==> config.mk <==
export PLATFORM = sky130hd
export DESIGN_NAME = i2c_master_write_byte
export DESIGN_NICKNAME = d
export VERILOG_FILES = /design/src/rtl/i2c_pkg.sv /design/src/rtl/i2c_scl_phase_gen.sv /design/src/rtl/i2c_master_write_byte.sv
export SDC_FILE = /design/constraint.sdc
export NUM_CORES = 1
export LEC_CHECK = 0
export CORE_UTILIZATION = 50
export DETAILED_ROUTE_END_ITERATION = 7
export PLACE_DENSITY = 0.76
export SKIP_CTS_REPAIR_TIMING = 1
export SYNTH_ARGS = -nofsm -noshare
export SYNTH_HDL_FRONTEND = slang
export SYNTH_HIERARCHICAL = 1
export SYNTH_SLANG_ARGS = --single-unit
==> constraint.sdc <==
create_clock -name clk -period 2 [get_ports clk]
set_input_delay 0.4 -clock clk [delete_from_list [all_inputs] [get_ports clk]]
set_output_delay 0.4 -clock clk [all_outputs]
set_load 0.02 [all_outputs]
==> src/rtl/i2c_pkg.sv <==
// i2c_pkg: shared state/phase encodings and bus constants for the I2C byte engines.
package i2c_pkg;
  typedef enum logic [1:0] {IDLE, DATA, ACK, DONE} state_t;
  typedef enum logic [1:0] {Q0, Q1, Q2, Q3} phase_t;
  localparam logic I2C_ACK = 1'b0;
  localparam logic I2C_NACK = 1'b1;
  localparam int BITS_PER_BYTE = 8;
endpackage

==> src/rtl/i2c_scl_phase_gen.sv <==
// i2c_scl_phase_gen: SCL quarter-phase sequencer with clock-stretch freeze in Q2.
module i2c_scl_phase_gen
  import i2c_pkg::*;
#(
  parameter int QUARTER = 4
) (
  input  logic   clk,
  input  logic   rst_n,
  input  logic   en,
  input  logic   scl_in,
  output logic   scl,
  output phase_t phase,
  output logic   last_cycle_of_phase
);
  localparam int CW = QUARTER > 1 ? $clog2(QUARTER) : 1;
  logic [CW-1:0] cnt;
  logic stall;
  // a slave holding SCL low during the high half freezes the counter
  assign stall = phase == Q2 && !scl_in;
  assign last_cycle_of_phase = en && !stall && cnt == CW'(QUARTER - 1);
  assign scl = en && (phase == Q2 || phase == Q3);
  always_ff @(posedge clk or negedge rst_n) begin
    if (!rst_n) begin
      cnt <= '0;
      phase <= Q0;
    end else if (!en) begin
      cnt <= '0;
      phase <= Q0;
    end else if (last_cycle_of_phase) begin
      cnt <= '0;
      phase <= phase_t'(phase + 2'd1);
    end else if (!stall) begin
      cnt <= cnt + 1'b1;
    end
  end
endmodule

==> src/rtl/i2c_master_write_byte.sv <==
// i2c_master_write_byte: shifts one byte MSB-first onto SDA, then samples the slave ACK.
module i2c_master_write_byte
  import i2c_pkg::*;
#(
  parameter int QUARTER = 4
) (
  input  logic       clk,
  input  logic       rst_n,
  input  logic       go,
  input  logic [7:0] data_in,
  input  logic       scl_in,
  input  logic       sda_in,
  output logic       scl,
  output logic       sda_drive_low,
  output logic       busy,
  output logic       finish,
  output logic       error
);
  state_t state, state_nx;
  phase_t phase;
  logic go_q, last, en, accept, bit_end;
  logic [7:0] shreg;
  logic [3:0] bitcnt;
  assign en = state == DATA || state == ACK;
  assign accept = go && !go_q && state == IDLE;
  assign bit_end = last && phase == Q3;
  i2c_scl_phase_gen #(.QUARTER(QUARTER)) u_phase (
    .clk(clk),
    .rst_n(rst_n),
    .en(en),
    .scl_in(scl_in),
    .scl(scl),
    .phase(phase),
    .last_cycle_of_phase(last)
  );
  always_ff @(posedge clk or negedge rst_n) begin
    if (!rst_n) state <= IDLE;
    else state <= state_nx;
  end
  always_comb begin
    state_nx = state;
    sda_drive_low = state == DATA && !shreg[7];
    busy = state != IDLE;
    finish = state == DONE;
    case (state)
      IDLE: state_nx = accept ? DATA : IDLE;
      DATA: state_nx = (bit_end && bitcnt == 4'(BITS_PER_BYTE - 1)) ? ACK : DATA;
      ACK: state_nx = bit_end ? DONE : ACK;
      default: state_nx = IDLE;
    endcase
  end
  always_ff @(posedge clk or negedge rst_n) begin
    if (!rst_n) begin
      go_q <= 1'b0;
      shreg <= '0;
      bitcnt <= '0;
      error <= 1'b0;
    end else begin
      go_q <= go;
      if (accept) begin
        shreg <= data_in;
        bitcnt <= '0;
        error <= 1'b0;
      end else if (state == DATA && bit_end) begin
        shreg <= {shreg[6:0], 1'b0};
        bitcnt <= bitcnt + 1'b1;
      end
      // ACK is taken at the end of the (possibly stretched) high half
      if (state == ACK && phase == Q2 && last) error <= sda_in == I2C_NACK;
    end
  end
endmodule

Word-level counts from Yosys, hierarchy flattened
Cells that the tools add are included.

storage, ports and cells
  register bits after elaboration = 20
  word-level logic and storage cells = 56

operators by class
  add/sub/neg operators = 3
  eq/ne operators = 9
  mux-type cells = 15
  reductions and logical operators = 22

operators with widths
  kind                                                                   number
  8-bit two-way mux                                                      2
  1-bit logical AND                                                      12
  2-bit two-way mux                                                      6
  2-bit equality test, second input constant                             5
  4-bit two-way mux                                                      2
  2-bit case mux with 3 select lines                                     1
  2-bit nonzero test                                                     3
  2-bit by 1-bit adder with 2-bit output, second input constant          2
  4-bit by 1-bit adder with 4-bit output, second input constant          1
  4-bit by 3-bit equality test with 1-bit output, second input constant  1
  1-bit logical NOT                                                      4
  1-bit two-way mux                                                      4
  3-bit != test, second input constant                                   1
  2-bit by 1-bit equality test with 1-bit output, second input constant  1
  2-bit logical NOT                                                      1
  1-bit logical OR                                                       2
  2-bit != test, second input constant                                   1

Logic depth before layout (Yosys ltp)
Gate-level depths: netlist of run 1.

  word-level depth = 9
  depth in mapped cells = 8

By module
Netlist of run 1, hierarchy kept.

by module, submodules not included
  module                 instances  cells an instance  area each (µm²)  seq. area each (µm²)
  i2c_master_write_byte  1          80                 847.1            400.4
  i2c_scl_phase_gen      1          23                 255.2            100.1

Worst setup path after synthesis of run 1
No wires, ideal clock.

  kind = flip-flop to flip-flop
  start = reg u_phase.phase[0]
  end = reg bitcnt[3]
  data arrival time = 1.634 ns
  required time = 1.923 ns
  setup slack = 0.288 ns
  cell stages (with the launch flop) = 8
  cells stage by stage = dfrtp_1 inv_1 ha_1 nand2b_4 and3_2 nand4_4 or3_1 a21oi_1

between the ends
  word-level cells in the longest chain between the ends = 8
  elaborated cells between the ends (all ways) = 9
  classes of those cells = eq/ne (2); reduce/logical (7)

RTL lines
  what                            line                         text
  start: declaration              i2c_scl_phase_gen.sv:12      output phase_t phase,
  start signal: assignment        i2c_scl_phase_gen.sv:31      phase <= phase_t'(phase + 2'd1);
  2-bit equality test             i2c_scl_phase_gen.sv:19      assign stall = phase == Q2 && !scl_in;
  1-bit logical AND               i2c_scl_phase_gen.sv:19
  1-bit logical NOT               i2c_scl_phase_gen.sv:20      assign last_cycle_of_phase = en && !stall && cnt == CW'(QUARTER - 1);
  1-bit logical AND (2 in a row)  i2c_scl_phase_gen.sv:20
  via last                        i2c_master_write_byte.sv:21  logic go_q, last, en, accept, bit_end;
  1-bit logical AND               i2c_master_write_byte.sv:26  assign bit_end = last && phase == Q3;
  1-bit logical AND               i2c_master_write_byte.sv:64  end else if (state == DATA && bit_end) begin
  2-bit nonzero test (no line)    -
  end signal: assignment          i2c_master_write_byte.sv:66  bitcnt <= bitcnt + 1'b1;
  end: declaration                i2c_master_write_byte.sv:23  logic [3:0] bitcnt;

The timed path passes the listed nets, and every way through them passes these cells.
A chain may end at the register's enable or synchronous reset.

Worst setup path in the final report of run 1
  start = reg state[1]
  end = reg bitcnt[3]

between the ends
  word-level cells in the longest chain between the ends = 7
  elaborated cells between the ends (all ways) = 11
  classes of those cells = eq/ne (2); mux (1); reduce/logical (8)

RTL lines
  what                                                                                   line                         text
  start: declaration                                                                     i2c_master_write_byte.sv:19  state_t state, state_nx;
  start signal: assignment                                                               i2c_master_write_byte.sv:38  else state <= state_nx;
  2-bit by 1-bit equality test with 1-bit output or 2-bit equality test (tied branches)  i2c_master_write_byte.sv:24  assign en = state == DATA || state == ACK;
  1-bit logical OR (*)                                                                   i2c_master_write_byte.sv:24
  via en                                                                                 i2c_master_write_byte.sv:21
  1-bit logical AND (*) (2 in a row)                                                     i2c_scl_phase_gen.sv:20
  via last                                                                               i2c_master_write_byte.sv:21
  1-bit logical AND (*)                                                                  i2c_master_write_byte.sv:26
  1-bit logical AND (*)                                                                  i2c_master_write_byte.sv:64
  2-bit nonzero test (no line) (*)                                                       -

The timed path passes the listed nets; every way through them passes the cells marked *.

==> results of run 1 <==
cell usage after synthesis, types with 2 or more instances:
library cell  count  share of area (%)
dfrtp_1          20                 45
nand2_1          12                4.1
mux2i_1          11                 10
ha_1              9                 10
inv_1             7                2.4
o21ai_0           5                2.3
o21ai_1           5                2.3
nor2_1            4                1.4
buf_6             3                3.1
nand3_1           3                1.4
nor2b_1           3                1.7
a21oi_1           2               0.91
nand4_1           2                1.1
nand4b_1          2                1.6
o21ai_2           2                1.6
or3_1             2                1.1
final cells by class:
type	count	area, sq um
Multi-Input combinational cell	73	542
Sequential cell	20	500
Fill cell	167	629
Clock buffer	3	22.5
Timing Repair Buffer	28	268
Inverter	7	26.3
Tap cell	27	33.8
metrics by stage:
stage          area, sq um  utilization (%)  instances
2_1_floorplan         1100                -        103
3_3_place_gp          1330             65.5        151
3_5_place_dp          1330             65.5        151
4_1_cts               1350             66.6        154
5_1_grt               1390             68.9        158
6_report              1390             68.9        158
cell families (layout without fill, tap and decap cells):
logic type | Yosys count | after routing | synth area share, %
simple gates | 35 | 35 | 19.1
flops | 20 | 20 | 45.4
compound gates | 17 | 17 | 9.08
mux | 11 | 11 | 9.99
buf+inv | 10 | 38 | 5.45
fa+ha+maj | 9 | 9 | 10.2
xor+xnor | 1 | 1 | 0.795
power by group:
part           total, W  internal, W  switching, W
clock          0.000178    0.0000698      0.000108
sequential     0.000625     0.000534     0.0000907
combinational  0.000487     0.000254      0.000233
total           0.00129     0.000858      0.000431
worst register-to-register path, stage by stage (launching register included):
cell,delay (ns)
dfrtp_1,0.42
inv_1,0.11
ha_1,0.30
buf_4,0.14
and3_2,0.22
nand4_4,0.12
or3_1,0.37
a21oi_1,0.14
cell usage in the layout, fill, tap and decap left out, types with 2 or more instances in the layout:
cell | Yosys | routed
dlymetal6s2s_1 | 0 | 3
nand3_1 | 3 | 3
nand4b_1 | 2 | 2
or3_1 | 2 | 2
mux2i_1 | 11 | 11
clkdlybuf4s50_1 | 0 | 14
nand4_1 | 2 | 2
o21ai_1 | 5 | 5
nand2_1 | 12 | 12
o21ai_0 | 5 | 5
nor2_1 | 4 | 4
a21oi_1 | 2 | 2
dfrtp_1 | 20 | 20
buf_4 | 0 | 10
nor2b_1 | 3 | 3
ha_1 | 9 | 9
clkbuf_4 | 0 | 3
o21ai_2 | 2 | 2
inv_1 | 7 | 7
sequential cells by signal, summed over array words and instances, names as in the netlist:
signal         cells
u_phase/cnt        2
go_q               1
u_phase/phase      2
error              1
bitcnt             4
state              2
shreg              8
how the worst min path moves through the flow:
stage | slack, ns | from | endpoint | cells past startpoint
6_report | 0.44 | rst_n | bitcnt[3]$_DFFE_PN0P_ | 2
5_1_grt | 0.45 | rst_n | shreg[7]$_DFFE_PN0P_ | 2
4_1_cts | 0.44 | rst_n | bitcnt[3]$_DFFE_PN0P_ | 2
3_5_place_dp | 0.49 | error$_DFFE_PN0P_ | error$_DFFE_PN0P_ | 2
3_3_place_gp | 0.48 | error$_DFFE_PN0P_ | error$_DFFE_PN0P_ | 2
2_1_floorplan | 0.10 | rst_n | bitcnt[0]$_DFFE_PN0P_ | 0
metal layers:
layer  GRT usage, %  vias up
li1               -      411
met4           4.41        0
met3           1.87        0
met5              0        -
met1           23.6      383
met2           30.6       10
==> metrics.yaml, run 1 <==
initial_core_util_pct: 54.5
p_total_w: 0.00129
path_cells: "inv_1 > ha_1 > buf_4 > and3_2 > nand4_4 > or3_1 > a21oi_1"
slew_viol_final: 0
r2r-start: "state[1]$_DFF_PN0_"
clockRootBuffer: "clkbuf_4"
crit_start: "state[1]$_DFF_PN0_"
yosysSeqAreaShare_pct: 45.4
syn_area_per_cell_sq_um: 10.7
ys_ff_latch: 20
grt_pass1_vias: 745
critPathMaxStageDelay_ns: 0.42
synth_cell_type_count: 27
dieArea_sq_um: 2400
post-place-ws_ns: 0.0588
hold_violations: 0
final.setup.tns_ns: 0
top_layer: "met3"
endpoint: "bitcnt[3]$_DFFE_PN0P_"
rrSetupSlack_ns: 0.12
clkTransAtPathRegs_ns: 0.10
cts_tree: "built"
vias: 804
yosys_most_used_dff: "dfrtp_1"
power.density_nw_per_um2: 926
layout_min_cycle_time_ns: 1.88
io_pins: 18
ff2ff_path_depth: 7
grt_pass1_wl_microns: 3280
setup_violations: 0
coreArea_sq_um: 2020
antenna_cells: 0
worst_setup_path_end_kind: "flip-flop"
syn_nets: 125
grt_overflow: 0
die_x_microns: 49.0
track_usage_pct: 17.7
path_depth: 7
drtPass1Iterations: 2
holdWs_ns: 0.441
ir_drop_mv: 0.700
finalWirelength_microns: 1910
cts_sinks: 20
tightest_slew_ns: 0.257
port_buffers: 17
wl_met1_microns: 889
rows: 16
clk_path_buf_depth: 2
drtIter0Drc: 3
relSlewSlack_pct: 82.9
maxCapViolations: 0
drc: 0
outcome: "complete, no violations"
p_leak_nw: 0.736
gp_congestion: 0.737
start_kind: "flip-flop"
slowest_stage: "dfrtp_1"
crit_type: "flip-flop to flip-flop"
critPathBufInv: 2
cts_buffers: 3
wl_met2_microns: 982
antenna_found_initial: 0
final_antenna_net_count: 0
worst_ep_required_time_ns: 2.22
htreeDepth: 1
grt_max_degree: 21
wire_per_inst_microns: 12.1
syn_to_final_growth_pct: 26.3
synth-edff-count: 0
syn_inst: 103
synthArstFlopShare_pct: 100
cpLargestDelayFamily: "simple AND/OR/NAND/NOR gates"
hold_class: "primary input to async pin"
synth_area_sq_um: 1100
skew_ns: 0.00751
yosysWarnings: 6
clkLatencyLatePin_ns: 0.29
crit_path_max_fanout: 7
arrival_ns: 2.10
viasPerCell: 5.09
drive_gt1_share_pct: 15.3
met3WireLength_microns: 36
timing.final.crit_share_pct: 94.0
rsz0062_at_grt: "false"
nets: 155
die_y_microns: 49.0
max_freq_mhz: 532
timing.final.ws_setup_ns: 0.120
r2r_end: "bitcnt[3]$_DFFE_PN0P_"
hpwl_microns: 1460
Note: power is estimated with default switching activity, not from simulation.
==> run 2, diff against run 1 <==
Settings changed: REMOVE_ABC_BUFFERS set to 1.
Clock period 2 ns to 2.1 ns, I/O delays scaled along.
==> run 2 against run 1 <==
- sequential power down 2%
- count of clock-buffer cells in the layout up 1
- clock power up 24%
- hold slack better by 0.0059 ns
- die area unchanged
- routed wire length down 4.1%
- first-iteration DRC count up 130%
- fmax down 0.90%
==> metrics.yaml, run 2 (synthesis gave the netlist of run 1 again) <==
outcome: "complete, no violations"
fin_util_pct: 67.1
maxCapViolations: 0
drc: 0
power_frac_comb_pct: 34.2
critPathBufInv: 2
cpLargestDelayFamily: "simple AND/OR/NAND/NOR gates"
crit_path_max_fanout: 7
p_int_w: 0.000840
cts_tree: "built"
die_x_microns: 49.0
rows: 16
drtPass1Iterations: 4
dieArea_sq_um: 2400
grt_pass1_wl_microns: 3460
arrival_ns: 2.13
max_freq_mhz: 527
finalWirelength_microns: 1830
syn_to_final_growth_pct: 23.0
crit_type: "flip-flop to flip-flop"
layout_commonest_cell: "dfrtp_1"
nets: 149
hold_class: "primary input to async pin"
cts_sinks: 20
final_antenna_net_count: 0
hpwl_microns: 1490
setup_violations: 0
track_usage_pct: 18.9
grt_overflow: 0
grt_max_degree: 21
worst_ep_required_time_ns: 2.33
reg_top3: "shreg x8, bitcnt x4"
p_leak_nw: 0.711
ir_drop_mv: 0.632
io_pins: 18
nFillCells: 160
p_sw_w: 0.000424
finalNonFillerCells: 153
p_clk_share_pct: 17.5
htreeDepth: 1
clockRootBuffer: "clkbuf_4"
clkLatencyLatePin_ns: 0.30
path_cells: "inv_1 > ha_1 > buf_4 > and3_2 > nand4_4 > or3_1 > a21oi_1"
skew_ns: 0.00569
clk_path_buf_depth: 2
p_total_w: 0.00126
largest_reg_flops: 8
seqPwrFrac_pct: 48.4
timing.final.crit_share_pct: 90.3
largest_register: "shreg"
tightest_slew_ns: 0.251
start_kind: "flip-flop"
slowest_stage: "dfrtp_1"
port_buffers: 17
wire_per_inst_microns: 12.0
gp_congestion: 0.818
drtIter0Drc: 7
critPathMaxStageDelay_ns: 0.41
dp.cells: 149
swShare_pct: 33.6
die_y_microns: 49.0
slew_viol_final: 0
grt_pass1_vias: 793
worst_setup_path_end_kind: "flip-flop"
clkTransAtPathRegs_ns: 0.11
power.density_nw_per_um2: 932
relSlewSlack_pct: 83.3
final.setup.tns_ns: 0
coreArea_sq_um: 2020
cts_buffers: 3
layout_min_cycle_time_ns: 1.90
viasPerCell: 5.32
rsz0062_at_grt: "false"
multi_input_area_sq_um: 542
initial_core_util_pct: 54.5
seqCellArea_sq_um: 503
antenna_found_initial: 0
antenna_cells: 0
vias: 814
hold_violations: 0
final_cell_mix: "dfrtp_1 (18), clkdlybuf4s50_1 (14), nand2_1 (12), mux2i_1 (11), ha_1 (9)"
drive_gt1_share_pct: 13.5
run 2: cell count changes in the layout (fill, tap and decap cells not counted):
cell / change
dfrtp_1: -2
buf_8: -1
dfrtp_2: +2
buf_4: -5
clkbuf_8: +1
run 2: final cells by class:
cell class / instances / share of cell area [%]
multi-input combinational: 73 / 39.9
tap: 27 / 2.49
inverter: 7 / 1.94
sequential: 20 / 37.1
clock buffer: 4 / 2.68
timing repair buffer: 22 / 15.9
run 2: layer usage:
metal  GRT usage, %  vias to the layer above  wire (microns)
met5              0                        -               0
met4           6.37                        0              30
met3           5.30                        4              77
met2           32.6                       18             895
met1           22.6                      387             826
li1               -                      405               -
run 2: final timing paths:
| path | from | end | slack (ns) | cells after the start |
|---|---|---|---|---|
| worst max-delay path | state[1]$_DFF_PN0_ | bitcnt[3]$_DFFE_PN0P_ | 0.20 | 7 |
| worst min-delay path | rst_n | u_phase/cnt[1]$_DFFE_PN0P_ | 0.45 | 2 |
| worst max register to register | state[1]$_DFF_PN0_ | bitcnt[3]$_DFFE_PN0P_ | 0.20 | 7 |
| worst min register to register | error$_DFFE_PN0P_ | error$_DFFE_PN0P_ | 0.51 | 2 |
| max in group asynchronous | rst_n | state[0]$_DFF_PN0_ | 1.42 | 2 |
| min in group clk | error$_DFFE_PN0P_ | error$_DFFE_PN0P_ | 0.51 | 2 |
run 2: worst register-to-register path, delay by kind of cell, from the launching register on:
kind                       cells  cell delay, ns
adders and majority gates      1            0.30
AOI/OAI and AO/OA              1            0.14
DFF                            1            0.41
buffers and inverters          2            0.24
and+or+nand+nor                3            0.74
run 2: per-stage QoR:
stage                     hold slack [ns]  setup slack (ns)  instance area [sq um]
final                               0.447             0.203                   1360
after global placement              0.493             0.126                   1310
after detailed placement            0.491            0.0866                   1310
after floorplan                     0.124             0.246                   1070
after global routing                0.469            0.0381                   1360
after CTS                           0.463            -0.207                   1350
run 2: power by group through the flow:
stage / sequential, W / combinational [W] / clock [W]
after floorplan: 0.000590 / 0.000311 / 0
after global placement: 0.000612 / 0.000424 / 0
after detailed placement: 0.000619 / 0.000440 / 0
after CTS: 0.000610 / 0.000443 / 0.000223
after global routing: 0.000627 / 0.000498 / 0.000244
final: 0.000611 / 0.000432 / 0.000221
==> run 3, diff against run 2 <==
Settings changed: CORE_UTILIZATION 50 to 52, PLACE_DENSITY 0.76 to 0.79.
==> run 3 against run 2 <==
- non-clock buffer count rose by 1
- sequential cell count did not move
- clock skew fell by 0.0039 ns
- first-iteration DRC count is 57% higher
- power is 7.2% higher
- critical path depth fell by 4
- critical path type is now flip-flop to primary output
==> metrics.yaml, run 3 (synthesis gave the netlist of run 1 again) <==
seqPwrFrac_pct: 44.8
p_leak_nw: 0.722
track_usage_pct: 18.6
cts_sinks: 20
nets: 150
final_antenna_net_count: 0
initial_core_util_pct: 55.6
ff2ff_path_depth: 8
antenna_found_initial: 0
r2r_end: "shreg[1]$_DFFE_PN0P_"
grt_pass1_vias: 693
p_sw_w: 0.000426
maxCapViolations: 0
clk_path_buf_depth: 2
clkTransAtPathRegs_ns: 0.11
tightest_slew_ns: 0.261
max_freq_mhz: 502
slew_viol_final: 0
drtIter0Drc: 11
power.density_nw_per_um2: 983
finalInstanceArea_sq_um: 1380
crit_start: "state[0]$_DFF_PN0_"
gp_congestion: 0.748
holdWs_ns: 0.458
p_int_w: 0.000930
clockRootBuffer: "clkbuf_4"
largest_register: "shreg"
hold_violations: 0
die_x_microns: 48.0
start_kind: "flip-flop"
vias: 804
final_cell_mix: "dfrtp_1 (19), clkdlybuf4s50_1 (14), nand2_1 (12), mux2i_1 (11), ha_1 (9)"
wire_per_inst_microns: 12.2
p_total_w: 0.00136
swShare_pct: 31.4
endpoint: "finish"
fin_util_pct: 69.6
layout_commonest_cell: "dfrtp_1"
grt_pass1_wl_microns: 2860
p_clk_share_pct: 22.7
skew_ns: 0.00179
seqCellArea_sq_um: 502
rrSetupSlack_ns: 0.17
dieArea_sq_um: 2310
finalNonFillerCells: 154
timing.final.crit_share_pct: 94.8
hold_class: "primary input to async pin"
largest_reg_flops: 8
viasPerCell: 5.22
rsz0062_at_grt: "false"
multi_input_area_sq_um: 542
dpl-instance-area_sq_um: 1310
r2r-start: "state[1]$_DFF_PN0_"
antenna_cells: 0
setup_violations: 0
reg_top3: "shreg x8, bitcnt x4"
crit_path_max_fanout: 3
arrival_ns: 1.57
dp.cells: 149
nFillCells: 137
die_y_microns: 48.0
syn_to_final_growth_pct: 25.1
grt_max_degree: 21
ir_drop_mv: 0.753
finalWirelength_microns: 1880
crit_type: "flip-flop to primary output"
clkLatencyLatePin_ns: 0.29
htreeDepth: 1
port_buffers: 17
worst_setup_path_end_kind: "primary output"
outcome: "complete, no violations"
grt_overflow: 0
hpwl_microns: 1420
drive_gt1_share_pct: 13.4
layout_min_cycle_time_ns: 1.99
cts_buffers: 3
rows: 16
power_frac_comb_pct: 32.4
worst_ep_required_time_ns: 1.68
io_pins: 18
drtPass1Iterations: 4
drc: 0
relSlewSlack_pct: 82.6
cts_tree: "built"
coreArea_sq_um: 1980
run 3: changes by cell type in the layout (fill, tap and decap cells not counted), sizes merged:
cell / before / now
buf: 5 / 6
bufinv: 0 / 1
clkbuf: 4 / 3
run 3: power by group through the flow:
stage | registers, W | clock network, W | logic [W]
floorplan | 0.000590 | 0 | 0.000311
global placement | 0.000609 | 0 | 0.000422
detailed placement | 0.000616 | 0 | 0.000440
CTS | 0.000607 | 0.000314 | 0.000445
global route | 0.000620 | 0.000327 | 0.000498
finish | 0.000608 | 0.000308 | 0.000440
run 3: final cells by class:
cell class                      count  area share [%]
Sequential cell                    20            36.4
Clock buffer                        3            1.63
Multi-Input combinational cell     73            39.3
Tap cell                           27            2.45
Clock inverter                      1            2.18
Inverter                            7            1.91
Timing Repair Buffer               23            16.2
run 3: how the worst min path moves through the flow:
stage | endpoint | slack (ns)
after detailed placement | shreg[0]$_DFFE_PN0P_ | 0.49
after global routing | state[1]$_DFF_PN0_ | 0.47
after global placement | shreg[0]$_DFFE_PN0P_ | 0.49
final | state[1]$_DFF_PN0_ | 0.46
after CTS | state[1]$_DFF_PN0_ | 0.46
after floorplan | bitcnt[0]$_DFFE_PN0P_ | 0.12
run 3: per-layer routing:
layer / share of wire, % / GRT usage (%)
met4: 0.64 / 6.67
met1: 46 / 23.1
met2: 51 / 32.2
met3: 2.1 / 3.40
met5: 0 / 0
run 3: critical path: stages (launching register included):
cell and delay [ns]:
dfrtp_1 0.42, buf_4 0.15, ha_1 0.18, clkdlybuf4s50_1 0.53
run 3: stage by stage:
| stage | setup slack (ns) | TNS (ns) |
|---|---|---|
| floorplan | 0.246 | 0 |
| global placement | 0.184 | 0 |
| detailed placement | 0.0863 | 0 |
| CTS | -0.175 | -0.365 |
| global route | 0.0377 | 0 |
| finish | 0.108 | 0 |
